## src/rtl/fft_ctrl_pkg.sv

```systemverilog
//==================================================================
// fft_ctrl_pkg: shared constants and state type for FFT control, rev 1.0
//==================================================================
`default_nettype none

package fft_ctrl_pkg;

  localparam int BEATS_PER_FRAME_DEF = 32;
  localparam int BEAT_CNT_W          = $clog2(BEATS_PER_FRAME_DEF);

  typedef enum logic [0:0] {
    ST_IDLE = 1'b0,
    ST_FEED = 1'b1
  } seq_state_e;

endpackage

`default_nettype wire

```

## src/rtl/fft_beat_counter.sv

```systemverilog
//==================================================================
// fft_beat_counter: modulo beat counter with same-cycle wrap strobe, rev 1.0
//==================================================================
`default_nettype none

module fft_beat_counter #(
  parameter int MODULUS = 32,
  parameter int W       = 5
) (
  input  logic         clk,
  input  logic         rst,
  input  logic         en_i,
  output logic [W-1:0] cnt_o,
  output logic         wrap_o
);

  localparam logic [W-1:0] C_LAST = W'(MODULUS - 1);

  logic [W-1:0] cnt_q;
  logic [W-1:0] cnt_d;

  always_comb begin
    wrap_o = en_i && (cnt_q == C_LAST);
    cnt_d  = cnt_q;
    if (en_i) begin
      cnt_d = wrap_o ? '0 : cnt_q + 1'b1;
    end
  end

  always_ff @(posedge clk or posedge rst) begin
    if (rst) begin
      cnt_q <= '0;
    end else begin
      cnt_q <= cnt_d;
    end
  end

  assign cnt_o = cnt_q;

endmodule

`default_nettype wire

```

## src/rtl/fft_stage1_sequencer.sv

```systemverilog
//==================================================================
// fft_stage1_sequencer: stage-1 frame sequencing and buffer credits, rev 1.0
//==================================================================
`default_nettype none

module fft_stage1_sequencer
  import fft_ctrl_pkg::*;
#(
  parameter int BEATS_PER_FRAME = BEATS_PER_FRAME_DEF,
  parameter int MAX_INFLIGHT    = 2,
  parameter int FCNT_W          = 8
) (
  input  logic                                clk,
  input  logic                                rst,
  input  logic                                src_valid_i,
  input  logic                                src_sop_i,
  output logic                                src_ready_o,
  output logic                                pipe_valid_o,
  input  logic                                pipe_done_i,
  input  logic                                credit_ret_i,
  input  logic                                sw_clr_i,
  output logic                                out_sop_o,
  output logic                                out_eop_o,
  output logic [FCNT_W-1:0]                   frame_cnt_o,
  output logic [$clog2(MAX_INFLIGHT+1)-1:0]   inflight_o,
  output logic [$clog2(BEATS_PER_FRAME)-1:0]  in_cnt_o,
  output logic                                busy_o,
  output logic                                err_gap_o,
  output logic                                err_sop_o,
  output logic                                err_credit_o
);

  localparam int BCW = $clog2(BEATS_PER_FRAME);
  localparam int IW  = $clog2(MAX_INFLIGHT + 1);
  localparam logic [IW-1:0] C_MAX_IF = IW'(MAX_INFLIGHT);

  seq_state_e        state_q, state_d;
  logic [IW-1:0]     inflight_q, inflight_d;
  logic [FCNT_W-1:0] frame_cnt_q, frame_cnt_d;
  logic              err_gap_q, err_gap_d;
  logic              err_sop_q, err_sop_d;
  logic              err_credit_q, err_credit_d;

  logic              w_idle;
  logic              w_ready;
  logic              w_accept;
  logic              w_fwd;
  logic              w_start;
  logic              w_credit_bad;
  logic              w_in_wrap;
  logic              w_out_wrap;
  logic [BCW-1:0]    w_in_cnt;
  logic [BCW-1:0]    w_out_cnt;

  assign w_idle   = (state_q == ST_IDLE);
  // Outputs are forced low while rst is held, independent of the clock.
  assign w_ready  = !rst && (w_idle ? (inflight_q < C_MAX_IF) : 1'b1);
  assign w_accept = src_valid_i && w_ready;
  assign w_fwd    = w_accept && !(w_idle && !src_sop_i);
  assign w_start  = w_fwd && w_idle;

  fft_beat_counter #(
    .MODULUS (BEATS_PER_FRAME),
    .W       (BCW)
  ) u_in_cnt (
    .clk    (clk),
    .rst    (rst),
    .en_i   (w_fwd),
    .cnt_o  (w_in_cnt),
    .wrap_o (w_in_wrap)
  );

  fft_beat_counter #(
    .MODULUS (BEATS_PER_FRAME),
    .W       (BCW)
  ) u_out_cnt (
    .clk    (clk),
    .rst    (rst),
    .en_i   (pipe_done_i),
    .cnt_o  (w_out_cnt),
    .wrap_o (w_out_wrap)
  );

  always_comb begin
    state_d      = state_q;
    inflight_d   = inflight_q;
    w_credit_bad = 1'b0;
    case (state_q)
      ST_IDLE: if (w_start)   state_d = ST_FEED;
      ST_FEED: if (w_in_wrap) state_d = ST_IDLE;
      default:                state_d = ST_IDLE;
    endcase
    if (w_start && !credit_ret_i) begin
      inflight_d = inflight_q + 1'b1;
    end else if (!w_start && credit_ret_i) begin
      if (inflight_q != '0) begin
        inflight_d = inflight_q - 1'b1;
      end else begin
        w_credit_bad = 1'b1;
      end
    end
    frame_cnt_d  = frame_cnt_q + {{(FCNT_W-1){1'b0}}, w_out_wrap};
    // A fresh error in the clear cycle keeps the flag set.
    err_gap_d    = (!w_idle && !src_valid_i) || (err_gap_q && !sw_clr_i);
    err_sop_d    = (w_accept && (w_idle ? !src_sop_i : src_sop_i))
                   || (err_sop_q && !sw_clr_i);
    err_credit_d = w_credit_bad || (err_credit_q && !sw_clr_i);
  end

  always_ff @(posedge clk or posedge rst) begin
    if (rst) begin
      state_q      <= ST_IDLE;
      inflight_q   <= '0;
      frame_cnt_q  <= '0;
      err_gap_q    <= 1'b0;
      err_sop_q    <= 1'b0;
      err_credit_q <= 1'b0;
    end else begin
      state_q      <= state_d;
      inflight_q   <= inflight_d;
      frame_cnt_q  <= frame_cnt_d;
      err_gap_q    <= err_gap_d;
      err_sop_q    <= err_sop_d;
      err_credit_q <= err_credit_d;
    end
  end

  assign src_ready_o  = w_ready;
  assign pipe_valid_o = w_fwd;
  assign out_sop_o    = !rst && pipe_done_i && (w_out_cnt == '0);
  assign out_eop_o    = !rst && w_out_wrap;
  assign busy_o       = !rst && (!w_idle || (inflight_q != '0));
  assign frame_cnt_o  = frame_cnt_q;
  assign inflight_o   = inflight_q;
  assign in_cnt_o     = w_in_cnt;
  assign err_gap_o    = err_gap_q;
  assign err_sop_o    = err_sop_q;
  assign err_credit_o = err_credit_q;

endmodule

`default_nettype wire
```

## config.mk

```make
export PLATFORM = sky130hd
export DESIGN_NAME = fft_stage1_sequencer
export DESIGN_NICKNAME = d
export VERILOG_FILES = /design/src/rtl/fft_ctrl_pkg.sv /design/src/rtl/fft_beat_counter.sv /design/src/rtl/fft_stage1_sequencer.sv
export SDC_FILE = /design/constraint.sdc
export NUM_CORES = 1
export LEC_CHECK = 0
export BUFFER_PORTS_ARGS = -buffer_cell sky130_fd_sc_hd__buf_2
export CAP_MARGIN = 20
export CORE_UTILIZATION = 40
export CTS_CLUSTER_DIAMETER = 200
export DETAILED_ROUTE_END_ITERATION = 6
export REMOVE_ABC_BUFFERS = 1
export SYNTH_ARGS = -nofsm -noshare
export SYNTH_HDL_FRONTEND = slang
export SYNTH_HIERARCHICAL = 1
export SYNTH_SLANG_ARGS = --single-unit
export TNS_END_PERCENT = 100
```

## constraint.sdc

```tcl
create_clock -name clk -period 4.5 [get_ports clk]
set_input_delay 0.45 -clock clk [delete_from_list [all_inputs] [get_ports clk]]
set_output_delay 0.45 -clock clk [all_outputs]
set_load 0.005 [all_outputs]
```

Word-level counts from Yosys, hierarchy flattened
Index checks and enable logic that the tools add are counted.

Register bits after elaboration: 24. Input port bits: 7. Output and inout bits: 23. Word-level logic and storage cells: 64.

Add/subtract/negate cells: 5. Order comparisons: 1. Equal/unequal tests: 2. Multiplexer cells: 13. Bitwise operators: 1. Reduce and logical (&&, ||, !) cells: 34.

Operator list (number): logical AND 1 bit (18); adder 5 x 1 -> 5 bit (second input constant) (2); equality test 5 bit (second input constant) (2); 2-to-1 mux 5 bit (2); adder 8 x 1 -> 8 bit (1); logical NOT 1 bit (7); 2-to-1 mux 1 bit (7); 2-to-1 mux 2 bit (3); nonzero test 2 bit (3); logical NOT 5 bit (1); logical OR 1 bit (4); adder 2 x 1 -> 2 bit (second input constant) (1); < comparator 2 bit (second input constant) (1); case mux 1 bit (2 select lines) (1); AND reduction 2 bit (1); subtractor 2 x 1 -> 2 bit (second input constant) (1); NOT 1 bit (1).

Depth between registers and ports, before layout
Gate-level depths: netlist of run 1.

Word-level depth: 11. Gate-level depth with buffers: 8. Depth with buffers taken out: 8.

Modules after synthesis
Netlist of run 1, hierarchy kept.

By module, submodules not included: fft_stage1_sequencer (times used 1, cells an instance 65, area each 700.7 µm², seq. area each 350.3 µm²); fft_beat_counter (times used 2, cells an instance 25, area each 274.0 µm², seq. area each 125.1 µm²).

Worst setup path after synthesis of run 1
No wires, ideal clock.

Path kind: input to register. Start point: in src_sop_i. End point: reg inflight_q[1] (netlist: inflight_o[1]). Setup time: 0.148 ns. Arrival: 1.772 ns. Data required time: 4.352 ns. Setup slack: 2.581 ns. Stages: 7. Buffers on the path: 0. Cell sequence: inv_1 -> ha_1 -> or4_4 -> inv_1 -> ha_1 -> o21ai_0 -> o311ai_0.

Word-level cells in the longest chain between the ends: 9. Elaborated cells between the ends (all ways): 12. Classes of those cells: 1 x mux; 11 x reduce/logical.

Ends and longest elaborated chain: start, declared (line fft_stage1_sequencer.sv:16) `input logic src_sop_i,`; logical NOT 1 bit * (line fft_stage1_sequencer.sv:59) `assign w_fwd = w_accept && !(w_idle && !src_sop_i);`; logical AND 1 bit * (line fft_stage1_sequencer.sv:59); logical NOT 1 bit * (line fft_stage1_sequencer.sv:59); logical AND 1 bit * (line fft_stage1_sequencer.sv:59); logical AND 1 bit * (line fft_stage1_sequencer.sv:60) `assign w_start = w_fwd && w_idle;`; logical NOT 1 bit (line fft_stage1_sequencer.sv:95) `end else if (!w_start && credit_ret_i) begin`; logical AND 1 bit (line fft_stage1_sequencer.sv:95); nonzero test 2 bit (no source line); AND reduction 2 bit (no source line); end signal, assigned (line fft_stage1_sequencer.sv:120) `inflight_q <= inflight_d;`; end, declared (line fft_stage1_sequencer.sv:38) `logic [IW-1:0] inflight_q, inflight_d;`.

Mark *: on every way between the ends. The rest lies on a longest branch, timed or not. A chain may end at the register's enable or synchronous reset.

Worst setup path in the final report of run 1
Start point: reg state_q. End point: out pipe_valid_o.

Word-level cells in the longest chain between the ends: 4. Elaborated cells between the ends (all ways): 7. Classes of those cells: 1 x mux; 1 x bitwise; 5 x reduce/logical.

Ends and longest elaborated chain: start, declared (line fft_stage1_sequencer.sv:37) `seq_state_e state_q, state_d;`; start signal, assigned (line fft_stage1_sequencer.sv:119) `state_q <= state_d;`; 2-to-1 mux 1 bit / NOT 1 bit (equally long branches) (line fft_stage1_sequencer.sv:57, fft_stage1_sequencer.sv:55); logical AND 1 bit, on equally long branches (line fft_stage1_sequencer.sv:57, fft_stage1_sequencer.sv:59); logical AND 1 bit / logical NOT 1 bit (equally long branches) (line fft_stage1_sequencer.sv:58, fft_stage1_sequencer.sv:59); logical AND 1 bit * (line fft_stage1_sequencer.sv:59); end, declared (line fft_stage1_sequencer.sv:18) `output logic pipe_valid_o,`.

Marked as above.

==> results of run 1 <==
[final cells by class]
| cell class | instances | area (sq um) | area share (%) |
|---|---|---|---|
| flip-flops and latches | 24 | 601 | 41.1 |
| inverters | 14 | 52.6 | 3.59 |
| repair buffers | 29 | 145 | 9.92 |
| clock buffers | 3 | 22.5 | 1.54 |
| multi-input cells | 75 | 573 | 39.2 |
| clock inverters | 1 | 30.0 | 2.05 |
| well taps | 31 | 38.8 | 2.65 |
[metal layers]
metal  GRT usage (%)  wire, microns  vias to the layer above
met5               0              0                        -
met4            4.76             16                        0
met3            3.57            102                        2
met2            23.8           1100                       20
met1            17.6           1080                      436
li1                -              -                      459
[kinds of logic (layout without fill, tap and decap cells)]
kind of cell | Yosys count | in the layout
fa+ha+maj | 9 | 9
compound gates | 17 | 17
mux | 4 | 4
simple gates | 39 | 39
flops | 24 | 24
buf+inv | 16 | 47
xor+xnor | 6 | 6
[worst min-delay path by stage]
stage	from	end
after global placement	rst	u_in_cnt/cnt_o[1]$_DFFE_PP0P_
final	rst	u_out_cnt/cnt_o[3]$_DFFE_PP0P_
after CTS	rst	u_out_cnt/cnt_o[0]$_DFFE_PP0P_
after global routing	rst	u_out_cnt/cnt_o[3]$_DFFE_PP0P_
after detailed placement	rst	u_out_cnt/cnt_o[3]$_DFFE_PP0P_
after floorplan	rst	u_in_cnt/cnt_o[0]$_DFFE_PP0P_
[per-stage QoR]
step / cell area (sq um) / hold WS, ns / instances
2_1_floorplan: 1230 / 0.229 / 113
3_3_place_gp: 1410 / 0.435 / 173
4_1_cts: 1460 / 0.0774 / 177
6_report: 1460 / 0.0870 / 177
5_1_grt: 1460 / 0.0884 / 177
3_5_place_dp: 1410 / 0.441 / 173
[synthesized netlist by cell type (2+ instances only)]
library cell	number	area share (%)
dfrtp_1	24	48
inv_1	14	4.2
ha_1	9	9.0
nor2_1	6	1.8
nand2_1	5	1.5
nand3b_1	5	3.0
o21ai_0	5	2.0
mux2_1	4	3.6
and3_1	3	1.5
nand3_1	3	1.2
nor2b_1	3	1.5
nor3_1	3	1.2
o22ai_1	3	1.5
xnor2_1	3	2.1
xor2_1	3	2.1
a22o_1	2	1.4
and2_1	2	1.0
and3_2	2	1.2
buf_6	2	1.8
nor3b_1	2	1.2
o21a_1	2	1.2
o21ai_1	2	0.80
or4_4	2	1.8
[power by group]
group | leakage (nW) | internal, mW | switching (mW)
clock network | 0.0279 | 0.0900 | 0.0644
registers | 0.300 | 0.276 | 0.0551
logic | 0.469 | 0.117 | 0.0964
[sequential cells by signal, indices dropped and copies added, names as in the netlist]
name	flops
frame_cnt_o	8
u_in_cnt/cnt_o	5
u_out_cnt/cnt_o	5
inflight_o	2
err_credit_o	1
err_gap_o	1
err_sop_o	1
state_q	1
[placed cells by master (no fill, tap or decap), drive strengths merged, types with 2 or more instances in the layout]
cell	count
nor3	3
o22ai	3
nand2	5
nor2	6
mux2	4
nor2b	3
o21a	2
inv	14
nand3	3
and2	2
xor2	3
a22o	2
xnor2	3
buf	29
dfrtp	24
ha	9
nor3b	2
o21ai	8
clkbuf	3
or4	2
nand3b	5
and3	5
[worst reg2reg max path, stage by stage, from the launching register on]
cell	delay, ns
dfrtp_1	0.41
inv_1	0.10
ha_1	0.21
or4_4	0.56
inv_1	0.07
ha_1	0.25
o311ai_0	0.37
==> results.sh, run 1 <==
export IMPL_yosys_area_share_simple_pct=20.0
export IMPL_synthArstFlopShare_pct=100
export IMPL_p_leak_nw=0.797
export IMPL_final_core_util_pct=51.3
export IMPL_finClkSkew_ns=0.00271
export IMPL_rr_startpoint="state_q$_DFF_PP0_"
export IMPL_num_io_pins=30
export IMPL_synth_cells=115
export IMPL_critPathKind="flop to output port"
export IMPL_relSlewSlack_pct=39.2
export IMPL_routabilityCongestion=0.758
export IMPL_rows=19
export IMPL_crit_start="state_q$_DFF_PP0_"
export IMPL_violations="design-rule violations"
export IMPL_cts_tree="built"
export IMPL_synth_compound_area_share_pct=9.02
export IMPL_crit_path_cell_trace="inv_1 -> ha_1 -> nor3_1 -> buf_2"
export IMPL_core_area_sq_um=2850
export IMPL_netlist_area_sq_um=1250
export IMPL_grt_max_degree=15
export IMPL_die_h_microns=57.9
export IMPL_total_power_uw=698
export IMPL_grt_setup_unrepaired="no"
export IMPL_post_route_min_period_ns=2.47
export IMPL_drive_above_1_share_pct=27.4
export IMPL_fillers=272
export IMPL_avgSynthCellArea_sq_um=10.9
export IMPL_antenna_found_initial=0
export IMPL_cp_end_kind="output port"
export IMPL_final_hold_viol_count=0
export IMPL_layout_setup_ws_ns=2.03
export IMPL_clockBufferDepth=2
export IMPL_hold_path_class="input pin to asynchronous set/reset pin"
export IMPL_io_buffers=29
export IMPL_cts_hold_buf=0
export IMPL_powerDensity_nw_per_um2=477
export IMPL_wl_microns=2290
export IMPL_drcViolationCount=3
export IMPL_area_growth_pct=17.1
export IMPL_synth_distinct_cells=29
export IMPL_fin_crit_sh_pct=54.9
export IMPL_drv_cap=0
export IMPL_endpoint="pipe_valid_o"
export IMPL_crit_family="simple AND/OR/NAND/NOR gates"
export IMPL_viasPerCell=5.18
export IMPL_cp_max_fo=10
export IMPL_worst_pin_slew_ns=0.905
export IMPL_crit_required_ns=4.05
export IMPL_synth_edff_count=0
export IMPL_tns_ns=0
export IMPL_synth_adder_area_share_pct=9.02
export IMPL_synth_top_family_by_area="simple AND/OR/NAND/NOR gates"
export IMPL_numClockSinks=24
export IMPL_synth_mux_area_share_pct=3.61
export IMPL_cp_slowest_cell="nor3_1"
export IMPL_fmax_mhz=405
export IMPL_wl_per_cell_microns=12.9
export IMPL_synthXorXnorAreaFrac_pct=4.21
export IMPL_rr_worst_depth=6
export IMPL_n_antenna_cell=0
export IMPL_final_max_slew_violation_count=0
export IMPL_grt_ovfl_total=0
export IMPL_root_buffer="clkbuf_4"
export IMPL_ys_warn_count=6
export IMPL_r2r_slack_ns=2.41
export IMPL_critPathBufInv=2
export IMPL_grt_pass1_wl_microns=3630
export IMPL_cts_buffers=3
export IMPL_route_vias_total=917
export IMPL_arrival_ns=2.02
export IMPL_final_nets=163
export IMPL_ir_worst_vdd_mv=0.248
export IMPL_cts_resized=0
export IMPL_grt_pass1_vias=858
export IMPL_status="finished with violations"
export IMPL_r2r_end="inflight_o[1]$_DFFE_PP0P_"
export IMPL_critPathMaxStageDelay_ns=0.75
export IMPL_start_util_pct=43.8
export IMPL_ys_ff_latch=24
export IMPL_pre_cts_slack_ns=2.26
export IMPL_firstDrtPassIters=5
export IMPL_cts_clk_slew_worst_paths_ns=0.13
export IMPL_cp_depth=4
export IMPL_die_width_microns=57.9
export IMPL_track_usage_pct=14.1
export IMPL_final_antenna_net_count=0
export IMPL_drtIter0Drc=22
export IMPL_htree_levels=1
export IMPL_clock_latency_ns=0.31
export IMPL_setup_viol=0
export IMPL_cp_start_kind="flop"
export IMPL_dieArea_sq_um=3350
export IMPL_synthFlopType="dfrtp_1"
export IMPL_seq_area_frac_synth_pct=48.1
export IMPL_dpl_hpwl_microns=1740
export IMPL_post_cts_buffers=0
No activity file was read; power rests on OpenSTA's default activity.
==> run 2, diff against run 1 <==
- clock period: 4.5 -> 2.48 ns (I/O delays scaled with it)
==> run 2 against run 1 <==
Compared with the run above: the run still ends with design-rule violations left; sequential share of layout area down 0.49 points; final area grew 1.2%; clock skew fell by 0.0012 ns; utilization grew 0.61 points; global-route usage rose by 0.39 points; sequential power up 82%; worst hold slack gained 0.033 ns; critical path depth rose by 2; register-to-register slack worse by 2.0 ns.
==> results.sh, run 2 (synthesis gave the netlist of run 1 again) <==
export IMPL_numClockSinks=24
export IMPL_relSlewSlack_pct=66.3
export IMPL_die_h_microns=57.9
export IMPL_p_leak_nw=0.807
export IMPL_status="finished with violations"
export IMPL_cts_resized=0
export IMPL_grt_pass1_vias=892
export IMPL_drive_above_1_share_pct=27.7
export IMPL_fin_area_sq_um=1480
export IMPL_final_max_slew_violation_count=0
export IMPL_route_vias_total=925
export IMPL_grt_setup_unrepaired="no"
export IMPL_firstDrtPassIters=6
export IMPL_layout_setup_ws_ns=0.338
export IMPL_whs_endpoint="err_gap_o$_DFF_PP0_"
export IMPL_post_cts_buffers=0
export IMPL_clock_latency_ns=0.31
export IMPL_cp_end_kind="output port"
export IMPL_cts_hold_buf=1
export IMPL_htree_levels=1
export IMPL_critPathKind="flop to output port"
export IMPL_hold_path_class="input pin to flop"
export IMPL_powerDensity_nw_per_um2=867
export IMPL_track_usage_pct=14.5
export IMPL_finClkSkew_ns=0.00148
export IMPL_viasPerCell=5.17
export IMPL_start_util_pct=43.8
export IMPL_tns_ns=0
export IMPL_worst_pin_slew_ns=0.506
export IMPL_fmax_mhz=467
export IMPL_violations="design-rule violations"
export IMPL_final_antenna_net_count=0
export IMPL_final_hold_viol_count=0
export IMPL_wl_per_cell_microns=12.5
export IMPL_r2r_slack_ns=0.45
export IMPL_num_io_pins=30
export IMPL_rows=19
export IMPL_die_width_microns=57.9
export IMPL_wl_microns=2230
export IMPL_worstHoldStart="sw_clr_i"
export IMPL_drcViolationCount=3
export IMPL_crit_required_ns=2.23
export IMPL_grt_ovfl_total=0
export IMPL_pre_cts_slack_ns=0.472
export IMPL_cts_tree="built"
export IMPL_final_nets=165
export IMPL_ir_worst_vdd_mv=0.418
export IMPL_clockBufferDepth=2
export IMPL_drtIter0Drc=36
export IMPL_cp_start_kind="flop"
export IMPL_cts_clk_slew_worst_paths_ns=0.14
export IMPL_grt_pass1_wl_microns=3830
export IMPL_r2r_end="inflight_o[1]$_DFFE_PP0P_"
export IMPL_final_common_cell="buf_2"
export IMPL_dpl_hpwl_microns=1680
export IMPL_rr_startpoint="state_q$_DFF_PP0_"
export IMPL_core_area_sq_um=2850
export IMPL_largest_reg_flops=8
export IMPL_root_buffer="clkbuf_4"
export IMPL_n_antenna_cell=0
export IMPL_area_growth_pct=18.5
export IMPL_io_buffers=29
export IMPL_drv_cap=0
export IMPL_antenna_found_initial=0
export IMPL_post_route_min_period_ns=2.14
export IMPL_arrival_ns=1.89
export IMPL_routabilityCongestion=0.821
export IMPL_timing_hold_ws_ns=0.120
export IMPL_setup_viol=0
export IMPL_place_area_sq_um=1420
export IMPL_cts_buffers=3
export IMPL_dieArea_sq_um=3350
export IMPL_rr_worst_depth=6
export IMPL_total_power_mw=1.28
export IMPL_min_path_cells=2
export IMPL_grt_max_degree=15
export IMPL_cp_max_fo=6
export IMPL_fin_crit_sh_pct=86.4
export IMPL_final_cell_mix="buf_2, dfrtp_1, inv_1"
run 2: metrics by stage:
stage	utilization, %	cells
3_3_place_gp	49.7	174
4_1_cts	51.9	179
6_report	51.9	179
3_5_place_dp	49.7	174
5_1_grt	51.9	179
2_1_floorplan	-	113
run 2: layer usage:
layer / vias to the layer above / global-route usage [%] / share of wire, % / routed length (microns)
met3: 2 / 3.13 / 4.8 / 108
met5: - / 0 / 0 / 0
li1: 465 / - / - / -
met2: 24 / 23.8 / 47 / 1050
met1: 434 / 19.1 / 47 / 1050
met4: 0 / 4.76 / 0.85 / 19
run 2: worst max path at each step:
stage                                         from                   endpoint  slack, ns  cells after the start
CTS                 u_out_cnt/cnt_o[0]$_DFFE_PP0P_                  out_eop_o       0.33                      6
global route        u_out_cnt/cnt_o[0]$_DFFE_PP0P_                  out_eop_o       0.21                      6
global placement                 state_q$_DFF_PP0_  inflight_o[1]$_DFFE_PP0P_       0.47                      6
floorplan                        state_q$_DFF_PP0_  inflight_o[1]$_DFFE_PP0P_       0.60                      7
detailed placement               state_q$_DFF_PP0_  inflight_o[1]$_DFFE_PP0P_       0.47                      6
finish              u_out_cnt/cnt_o[0]$_DFFE_PP0P_                  out_eop_o       0.34                      6
run 2: worst max-delay path: stages (launching register included):
cell and delay (ns):
dfrtp_1 0.44, ha_1 0.24, and3_2 0.20, ha_1 0.24, and2_1 0.20, nor2b_1 0.13, buf_2 0.13
run 2: report_power, final:
part / internal, mW / leakage (nW) / switching, mW
logic: 0.217 / 0.478 / 0.179
clock network: 0.163 / 0.0279 / 0.123
registers: 0.500 / 0.300 / 0.101
run 2: layout make-up:
type                    count  area [sq um]
fillers                   271          1370
clock buffers               3          22.5
clock inverters             1          30.0
multi-input cells          75           573
flip-flops and latches     24           601
inverters                  14          52.6
repair buffers             31           163
well taps                  31          38.8
